### config.mk
export PLATFORM = sky130hd
export DESIGN_NAME = ame_sum_accum
export DESIGN_NICKNAME = d
export VERILOG_FILES = /design/src/rtl/ame_pkg.sv /design/src/rtl/ame_mul_reg.sv /design/src/rtl/ame_sum_accum.sv
export SDC_FILE = /design/constraint.sdc
export NUM_CORES = 1
export LEC_CHECK = 0
export ABC_AREA = 1
export CAP_MARGIN = 20
export CORE_MARGIN = 8
export CORE_UTILIZATION = 46
export DETAILED_ROUTE_END_ITERATION = 8
export GPL_ROUTABILITY_DRIVEN = 0
export SLEW_MARGIN = 30
export SYNTH_ARGS = -nofsm -noshare
export SYNTH_HDL_FRONTEND = slang
export SYNTH_SLANG_ARGS = --single-unit
### constraint.sdc
create_clock -name clk_i -period 3.6 [get_ports clk_i]
set_clock_uncertainty 0.15 [all_clocks]
set_input_delay 0.72 -clock clk_i [delete_from_list [all_inputs] [get_ports clk_i]]
set_output_delay 0.72 -clock clk_i [all_outputs]
set_load 0.02 [all_outputs]
### src/rtl/ame_pkg.sv
// ---------------------------------------------------------------------------
// ame_pkg
// Shared definitions for the AME gradient-sum datapath: default operand and
// accumulator widths, plus the accumulator state encoding.
// ---------------------------------------------------------------------------
package ame_pkg;

  localparam int AME_IN_DATA_BITS   = 16;
  localparam int AME_COMP_DATA_BITS = 64;

  // Block sequencing: accumulate samples, drain the product pipeline,
  // then present the final sum for one cycle.
  typedef enum logic [1:0] {
    ST_IDLE  = 2'd0,
    ST_ACCUM = 2'd1,
    ST_DRAIN = 2'd2,
    ST_DONE  = 2'd3
  } accState_t;

endpackage

### src/rtl/ame_mul_reg.sv
// ---------------------------------------------------------------------------
// ame_mul_reg
// Registered full-precision signed multiplier with a product-valid flag.
//
// Ports:
//   i_clk     clock, rising edge
//   i_rst_n   asynchronous active-low reset
//   i_clear   synchronous clear of the valid flag (block restart)
//   i_en      capture a*b this cycle
//   i_a, i_b  signed multiplicands, IN_DATA_BITS each
//   o_prod    registered signed product, 2*IN_DATA_BITS
//   o_valid   o_prod holds a product not yet consumed
// ---------------------------------------------------------------------------
module ame_mul_reg
  import ame_pkg::*;
#(
  parameter int IN_DATA_BITS = AME_IN_DATA_BITS
) (
  input  logic                            i_clk,
  input  logic                            i_rst_n,
  input  logic                            i_clear,
  input  logic                            i_en,
  input  logic signed [IN_DATA_BITS-1:0]  i_a,
  input  logic signed [IN_DATA_BITS-1:0]  i_b,
  output logic signed [2*IN_DATA_BITS-1:0] o_prod,
  output logic                            o_valid
);

  localparam int PW = 2 * IN_DATA_BITS;

  logic signed [PW-1:0] w_aExt;
  logic signed [PW-1:0] w_bExt;
  logic signed [PW-1:0] w_prod;
  logic signed [PW-1:0] r_prod;
  logic                 r_valid;

  // Extend operands explicitly so the low PW bits of the product are the
  // exact signed result.
  assign w_aExt = {{IN_DATA_BITS{i_a[IN_DATA_BITS-1]}}, i_a};
  assign w_bExt = {{IN_DATA_BITS{i_b[IN_DATA_BITS-1]}}, i_b};
  assign w_prod = w_aExt * w_bExt;

  // The valid flag follows i_en every cycle so each product is added once;
  // a clear wins so a restarted block never sees a stale product.
  always_ff @(posedge i_clk or negedge i_rst_n) begin
    if (!i_rst_n) begin
      r_prod  <= '0;
      r_valid <= 1'b0;
    end else if (i_clear) begin
      r_valid <= 1'b0;
    end else begin
      r_valid <= i_en;
      if (i_en) begin
        r_prod <= w_prod;
      end
    end
  end

  assign o_prod  = r_prod;
  assign o_valid = r_valid;

endmodule

### src/rtl/ame_sum_accum.sv
// ---------------------------------------------------------------------------
// ame_sum_accum
// Sums SAMPLE_CNT signed products a*b per block into a wrapping
// COMP_DATA_BITS accumulator and pulses comp_init_o when the sum is final.
//
// Ports:
//   clk_i         clock, rising edge
//   rst_n_i       asynchronous active-low reset
//   accu_init_i   start pulse: clear and begin a block (any state)
//   accu_valid_i  qualifies accu_a_i / accu_b_i (only honoured in ACCUM)
//   accu_a_i      signed multiplicand
//   accu_b_i      signed multiplicand
//   accu_busy_o   high in ACCUM and DRAIN
//   comp_init_o   one-cycle pulse in DONE, sum valid
//   comp_data_o   accumulator value, signed
// ---------------------------------------------------------------------------
module ame_sum_accum
  import ame_pkg::*;
#(
  parameter int IN_DATA_BITS   = AME_IN_DATA_BITS,
  parameter int COMP_DATA_BITS = AME_COMP_DATA_BITS,
  parameter int SAMPLE_CNT     = 256
) (
  input  logic                             clk_i,
  input  logic                             rst_n_i,
  input  logic                             accu_init_i,
  input  logic                             accu_valid_i,
  input  logic signed [IN_DATA_BITS-1:0]   accu_a_i,
  input  logic signed [IN_DATA_BITS-1:0]   accu_b_i,
  output logic                             accu_busy_o,
  output logic                             comp_init_o,
  output logic signed [COMP_DATA_BITS-1:0] comp_data_o
);

  localparam int PW    = 2 * IN_DATA_BITS;
  localparam int CNT_W = $clog2(SAMPLE_CNT) + 1;

  accState_t r_state;
  accState_t w_nextState;

  logic [CNT_W-1:0]          r_cnt;
  logic signed [COMP_DATA_BITS-1:0] r_accum;

  logic                      w_take;
  logic                      w_lastTake;
  logic signed [PW-1:0]      w_prod;
  logic                      w_prodValid;
  logic signed [COMP_DATA_BITS-1:0] w_prodExt;

  // A sample is taken only in ACCUM and never on the init cycle itself.
  assign w_take     = (r_state == ST_ACCUM) && accu_valid_i && !accu_init_i;
  assign w_lastTake = w_take && (r_cnt == CNT_W'(SAMPLE_CNT - 1));

  ame_mul_reg #(
    .IN_DATA_BITS (IN_DATA_BITS)
  ) u_mulReg (
    .i_clk   (clk_i),
    .i_rst_n (rst_n_i),
    .i_clear (accu_init_i),
    .i_en    (w_take),
    .i_a     (accu_a_i),
    .i_b     (accu_b_i),
    .o_prod  (w_prod),
    .o_valid (w_prodValid)
  );

  assign w_prodExt = {{(COMP_DATA_BITS - PW){w_prod[PW-1]}}, w_prod};

  always_ff @(posedge clk_i or negedge rst_n_i) begin
    if (!rst_n_i) begin
      r_state <= ST_IDLE;
    end else begin
      r_state <= w_nextState;
    end
  end

  // DRAIN exists to let the last registered product land in the
  // accumulator before DONE announces the sum.
  always_comb begin
    w_nextState = r_state;
    if (accu_init_i) begin
      w_nextState = ST_ACCUM;
    end else begin
      case (r_state)
        ST_IDLE:  w_nextState = ST_IDLE;
        ST_ACCUM: if (w_lastTake) w_nextState = ST_DRAIN;
        ST_DRAIN: w_nextState = ST_DONE;
        ST_DONE:  w_nextState = ST_IDLE;
        default:  w_nextState = ST_IDLE;
      endcase
    end
  end

  // Sample counter; the block leaves ACCUM at SAMPLE_CNT so it never wraps.
  always_ff @(posedge clk_i or negedge rst_n_i) begin
    if (!rst_n_i) begin
      r_cnt <= '0;
    end else if (accu_init_i) begin
      r_cnt <= '0;
    end else if (w_take) begin
      r_cnt <= r_cnt + CNT_W'(1);
    end
  end

  // Wrapping accumulator fed one cycle behind the multiplier.
  always_ff @(posedge clk_i or negedge rst_n_i) begin
    if (!rst_n_i) begin
      r_accum <= '0;
    end else if (accu_init_i) begin
      r_accum <= '0;
    end else if (w_prodValid) begin
      r_accum <= r_accum + w_prodExt;
    end
  end

  assign accu_busy_o = (r_state == ST_ACCUM) || (r_state == ST_DRAIN);
  assign comp_init_o = (r_state == ST_DONE);
  assign comp_data_o = r_accum;

endmodule

Word level (Yosys, flattened, before mapping). Index checks and enable logic that the tools add are counted.

Bits in registers: 108. Bits in latches: 0. Memory bits (writable): 0. ROM bits: 0. Logic and storage cells: 32. Memories kept: 0.

Add/subtract/negate cells: 2. Multipliers: 1. Divide/modulo/power cells: 0. $lt $le $gt $ge: 0. Equal/unequal tests: 5. Shifts and indexed selects: 0. Muxes and demuxes: 8. Bitwise logic cells: 1. Reductions and logical operators: 10.

Operators by type and width (number): $mux W64 (2); $add A64 B32 Y64 (1); $mul A16 B16 Y32 (1); $mux W9 (2); $add A9 B1 Y9 const B (1); $eq A9 B8 Y1 const B (1); $pmux W2 S3 (1); $eq A2 B2 Y1 const B (2); $mux W2 (2); $reduce_bool A2 Y1 (2); $logic_and A1 B1 Y1 (3); $ne A3 B3 Y1 const B (1); $eq A2 B1 Y1 const B (1); $logic_not A2 Y1 (1); $reduce_and A2 Y1 (1); $reduce_or A2 Y1 (1); $logic_not A1 Y1 (1); $logic_or A1 B1 Y1 (1); $mux W1 (1); $not A1 Y1 (1).

Depth between registers and ports, before layout. Gate-level depths: netlist (run 1).

Depth in word-level cells: 7. Gate-level depth with buffers: 28. Mapped depth without buffers: 26.

Modules after synthesis. A second synthesis (run 1) with hierarchy kept.

Cells, all modules: 3249. Area total of the unflattened synthesis: 21006.4 µm².

Modules (own cells, without submodules): ame_mul_reg (times used 1, cells each 1641, area an instance 12159.2 µm²); ame_sum_accum (times used 1, cells each 1608, area an instance 8847.2 µm²).

Least setup slack after synthesis (run 1). Ideal clock, no wire load.

Path kind: input to register. Start point: input accu_a_i[7]. End point: register u_mulReg.r_prod[24], in the netlist u_mulReg.o_prod[24]. Setup time: 0.118 ns. Arrival: 5.865 ns. Slack: -2.532 ns. Cell stages on the path: 24. Path buffers: 2. Cells stage by stage: clkbuf_1 clkbuf_1 nand2_1 fa_1 inv_1 fa_1 inv_1 fa_1 inv_1 fa_1 fa_1 inv_1 fa_1 inv_1 ha_1 nand2_1 inv_1 a21oi_1 o21ai_0 nand2_1 nand3_1 or2_2 nand3_1 nand2_1.

Word-level cells in the longest chain between the ends: 1.

Ends and longest elaborated chain: from (decl) (line ame_sum_accum.sv:28) `input logic signed [IN_DATA_BITS-1:0] accu_a_i,`; $mul A16 B16 Y32 (line ame_mul_reg.sv:41) `assign w_prod = w_aExt * w_bExt;`; to (signal assigned) (line ame_mul_reg.sv:54) `r_prod <= w_prod;`; to (decl) (line ame_mul_reg.sv:34) `logic signed [PW-1:0] r_prod;`.

No other way between the ends. A chain may end at the register's enable or synchronous reset.

Worst setup path after layout (run 1).
Start point: input accu_a_i[15]. End point: register u_mulReg.r_prod[26], in the netlist u_mulReg.o_prod[26].

The elaborated chain is that of the path after synthesis.

==> results of run 1 <==
==> state kept, by name, indices dropped and copies added, names as in the netlist <==
register and count:
comp_data_o 64, r_state 2, u_mulReg.o_valid 1, u_mulReg.o_prod 32, r_cnt 9
==> what timing repair did <==
item,CTS,global route
pin swaps,180,117
buffers inserted,103,21
resized for setup,464,157
endpoints found under the setup margin,28,28
cloned,13,0
==> cells in the mapped netlist (5+ instances only) <==
master    count  share of area
o21ai_0      63          0.015
or2_2        11         0.0034
fa_1        263           0.26
inv_1       744           0.14
nand3_1     134          0.033
clkbuf_1     68          0.012
a31oi_1       9         0.0027
nor2_1      139          0.025
buf_2         9         0.0022
nand2_1    1077           0.20
nor2_2       28         0.0086
nand2_2      29         0.0089
o31ai_1       5         0.0018
and3_1        6         0.0018
nor3_1       18         0.0044
nor4_1        6         0.0018
nand4_1      31         0.0095
a21oi_1      96          0.023
ha_1        150          0.092
o21bai_1     16         0.0059
xnor2_1      21         0.0090
dfrtp_1     108           0.13
==> cell families (layout without fill, tap and decap cells) <==
kind of cell             Yosys count  in the layout  share of synthesized area
adder cells (fa/ha/maj)          413            413                      0.349
flip-flops                       108            108                      0.132
buffers and inverters            826           1166                      0.152
AND/OR/NAND/NOR                 1497           1497                      0.301
AO/OA/AOI/OAI                    207            207                     0.0562
XOR/XNOR                          23             23                    0.00983
==> metal layers <==
metal / track usage / wire length, microns / vias to the layer above
li1: - / - / 9782
met2: 0.468 / 33100 / 670
met5: 0 / 13 / -
met3: 0.0184 / 3190 / 200
met1: 0.306 / 26300 / 9577
met4: 0.143 / 4000 / 2
==> worst paths after layout <==
check                      cells past startpoint                               to                             from  slack [ps]
setup reg to reg                              12      comp_data_o[60]$_DFFE_PN0P_  u_mulReg.o_prod[31]$_DFFE_PN0P_         820
hold reg to reg                                2   u_mulReg.o_prod[2]$_DFFE_PN0P_   u_mulReg.o_prod[2]$_DFFE_PN0P_         340
max in group asynchronous                      2      comp_data_o[62]$_DFFE_PN0P_                          rst_n_i        2350
min in group clk_i                             2   u_mulReg.o_prod[2]$_DFFE_PN0P_   u_mulReg.o_prod[2]$_DFFE_PN0P_         340
setup / recovery                              25  u_mulReg.o_prod[26]$_DFFE_PN0P_                     accu_a_i[15]       -1930
hold / removal                                 1       comp_data_o[7]$_DFFE_PN0P_                          rst_n_i         220
==> area by class of cell <==
class,count,area share
multi-input cells,2140,0.606
flip-flops and latches,108,0.0997
clock inverters,6,0.00171
repair buffers,403,0.152
inverters,747,0.105
clock buffers,10,0.00882
well taps,592,0.0273
==> through the flow <==
stage	instance area [sq um]	setup WS, ps	utilization
after floorplan	21500	-2040	-
final	27100	-1930	0.614
after global routing	27100	-2090	0.614
after global placement	24100	-2900	0.547
after detailed placement	24100	-2920	0.547
after CTS	26600	-1870	0.602
==> metrics, run 1 <==
Post-Syn Area 20500 sq um; required time of the critical path 3780 ps; Layout Area Growth over Synthesis 32.3%; Hold Path Class in2async; status finished with violations; GRT overflow 0; IO Pins 102; ANT nets after route 0; Avg Synthesized Cell Area 6.66 sq um; DRC violations left 0; H-tree Lvls 3; total routed wirelength 66700 microns; drt wl/cell 16.6 microns; sequential cell area 2700 sq um; Via Count 20.2k; Initial Utilization 0.464; CTS Buffer Depth 2; Worst Path Class, Setup in2reg; Post-Syn Nets 3523; CORE AREA 44100 sq um; Hold Buf Count CTS 0; Hold Slack 224 ps; root buf cell clkbuf_16; critical path launch point type input pin; Clock Sinks 108; Placed Cells 3867; worst-margin pin slew 769 ps; routed vias/inst 5.05; Distinct cells, synth 45; Min Clock Period, post-route 5530 ps; I/O Buffers 101; die area 51500 sq um; violated checks negative setup slack; Worst path max stage delay 610 ps; All-Layer GR Usage 0.260; final period utilization 1.54; critical path's slowest cell fa_2; First-pass DRT Iterations 8; crit path max fanout 5; most used cell, CP fa_1; setup violators final 27; die height 227 microns; fin worst setup slack -1930 ps; delay-heaviest family, CP adder cells; RSZ-0062 raised after global routing yes; most frequent cells in the layout 988 x nand2_1, 661 x inv_1, 233 x fa_1, 187 x buf_4, 120 x nand3_1; Fin. Hold Viols 0; crit end category flip-flop; synthesis-stage register bit count 108; die extent in x 227 microns; FFs w/ async S/R, synth 1.00; commonest non-fill, non-tap cell in the layout nand2_1; DP Wirelength 52400 microns; final non-filler cell total 4006; crit path buf inv count 9; pins over their slew limit 0; predominant post-synthesis flop cell dfrtp_1; first-pass GRT wire length 106000 microns; register area share after synthesis 0.132; Final nets 3858; vias in the first global route 20.9k; initial antenna violation count 1; Arr. time, crit path 5710 ps; DR iter-0 viols 1451; Clock transition at path regs 80 ps; Post-Syn Instances 3074; max_cap viols 0; Slew headroom 0.488; Num CTS Buffers 9; Multi-input gate area 16400 sq um; CTS tree yes; share of cells above drive strength 1 0.227; Setup Total Neg Slack -42960 ps; largest net degree at the start of global routing 70; Site Rows 77; Antenna Cells 0; maximum clock rate 181 MHz; Layout fillers 3956; Clock Latency Late Sink 390 ps; Post-synth EDFFs 0; synth warn 0
Power of run 1 is not shown: default switching activity piles up to over one toggle a cycle in this logic, so the estimate is an artifact.
==> inputs of run 2 (changes only) <==
--- a/config.mk
+++ b/config.mk
@@ -15,3 +15,4 @@
 export SYNTH_ARGS = -nofsm -noshare
 export SYNTH_HDL_FRONTEND = slang
 export SYNTH_SLANG_ARGS = --single-unit
+export TNS_END_PERCENT = 1
==> run 2 against run 1 <==
Effect of this change:
- the run still ends with negative setup slack left
- sequential share of layout area is 0.33 points higher
- via count is 0.36% higher
- maximum frequency decreased by 0.46%
- worst setup slack got worse by 26 ps
==> metrics, run 2 (synthesis results as in run 1) <==
Worst Path Class, Setup in2reg; DP Wirelength 52300 microns; RSZ-0062 raised after global routing yes; CTS Buffer Depth 2; Slew headroom 0.480; first-pass GRT wire length 107000 microns; pins over their slew limit 0; most frequent cells in the layout 1010 x nand2_1, 684 x inv_1, 234 x fa_1, 190 x buf_4, 124 x ha_1; routed vias/inst 5.14; First-pass DRT Iterations 6; CORE AREA 44100 sq um; CTS tree yes; Clock transition at path regs 80 ps; GRT overflow 0; Initial Utilization 0.464; Clock Sinks 108; Antenna Cells 0; DR iter-0 viols 1585; total routed wirelength 66800 microns; H-tree Lvls 3; initial antenna violation count 0; die height 227 microns; Multi-input gate area 16100 sq um; maximum clock rate 180 MHz; Site Rows 77; share of cells above drive strength 1 0.198; commonest non-fill, non-tap cell in the layout nand2_1; max_cap viols 0; drt wl/cell 16.9 microns; ANT nets after route 0; Setup Total Neg Slack -44190 ps; root buf cell clkbuf_16; max reg flops 64; Layout Area Growth over Synthesis 28.1%; Place WS -2920 ps; largest net degree at the start of global routing 70; violated checks negative setup slack; I/O Buffers 101; critical path launch point type input pin; vias in the first global route 20.8k; Fin. Hold Viols 0; IO Pins 102; die extent in x 227 microns; Num CTS Buffers 9; crit path max fanout 5; fin worst setup slack -1960 ps; sequential cell area 2700 sq um; worst-margin pin slew 780 ps; setup violators final 27; Min Clock Period, post-route 5560 ps; DRC violations left 0; Hold Path Class in2async; All-Layer GR Usage 0.262; final period utilization 1.54; Via Count 20.3k; Arr. time, crit path 5690 ps; status finished with violations; die area 51500 sq um; Layout fillers 4094; required time of the critical path 3730 ps; Hold Slack 202 ps; Final nets 3806; Clock Latency Late Sink 390 ps; crit end category flip-flop; flop2flop setup slack 800 ps
## run 2: path summary, 6_finish.rpt
check	from	to	depth (start not counted)
worst max-delay path	accu_a_i[12]	u_mulReg.o_prod[31]$_DFFE_PN0P_	24
worst min register to register	u_mulReg.o_prod[31]$_DFFE_PN0P_	u_mulReg.o_prod[31]$_DFFE_PN0P_	2
worst min-delay path	rst_n_i	comp_data_o[1]$_DFFE_PN0P_	1
max in group asynchronous	rst_n_i	comp_data_o[37]$_DFFE_PN0P_	2
worst max register to register	u_mulReg.o_prod[0]$_DFFE_PN0P_	comp_data_o[60]$_DFFE_PN0P_	12
min in group clk_i	u_mulReg.o_prod[31]$_DFFE_PN0P_	u_mulReg.o_prod[31]$_DFFE_PN0P_	2
## run 2: worst max-delay path, cell delays in order
cell and delay [ps]:
buf_8 90, buf_12 90, buf_6 130, buf_4 130, nand2_1 80, fa_1 520
inv_1 70, fa_2 540, fa_2 460, fa_2 490, fa_1 540, inv_1 50
fa_1 530, inv_2 60, ha_4 320, nand2_4 110, o21ai_2 190, inv_1 70
nand2_1 110, nand3_1 110, nand3_2 100, nand2_1 60, nand3_1 70, nand2_1 50
## run 2: routing by layer
layer | up-vias | GRT usage | part of all wire
li1 | 9679 | - | -
met1 | 9640 | 0.320 | 0.41
met2 | 760 | 0.461 | 0.48
met3 | 225 | 0.0250 | 0.053
met4 | 0 | 0.126 | 0.057
met5 | - | 0 | 0
## run 2: repair_timing
action / CTS / global route
resized for setup: 402 / 191
hold buffers: 0 / 0
gates cloned: 13 / 0
setup buffers: 51 / 14
pin swaps: 148 / 132
setup endpoints to repair: 28 / 27
## run 2: layout make-up
cell class,count,share of cell area
clock buffer,10,0.00911
clock inverter,6,0.00205
inverter,747,0.108
multi-input combinational,2140,0.615
sequential,108,0.103
tap,592,0.0282
timing repair buffer,351,0.134
## run 2: stage by stage
| stage | instances | cell area (sq um) | utilization |
|---|---|---|---|
| finish | 3954 | 26200 | 0.595 |
| global route | 3954 | 26200 | 0.595 |
| floorplan | 3074 | 20800 | - |
| global placement | 3866 | 23700 | 0.536 |
| CTS | 3946 | 25700 | 0.583 |
| detailed placement | 3866 | 23700 | 0.536 |
Power of run 2 is left out for the same reason.
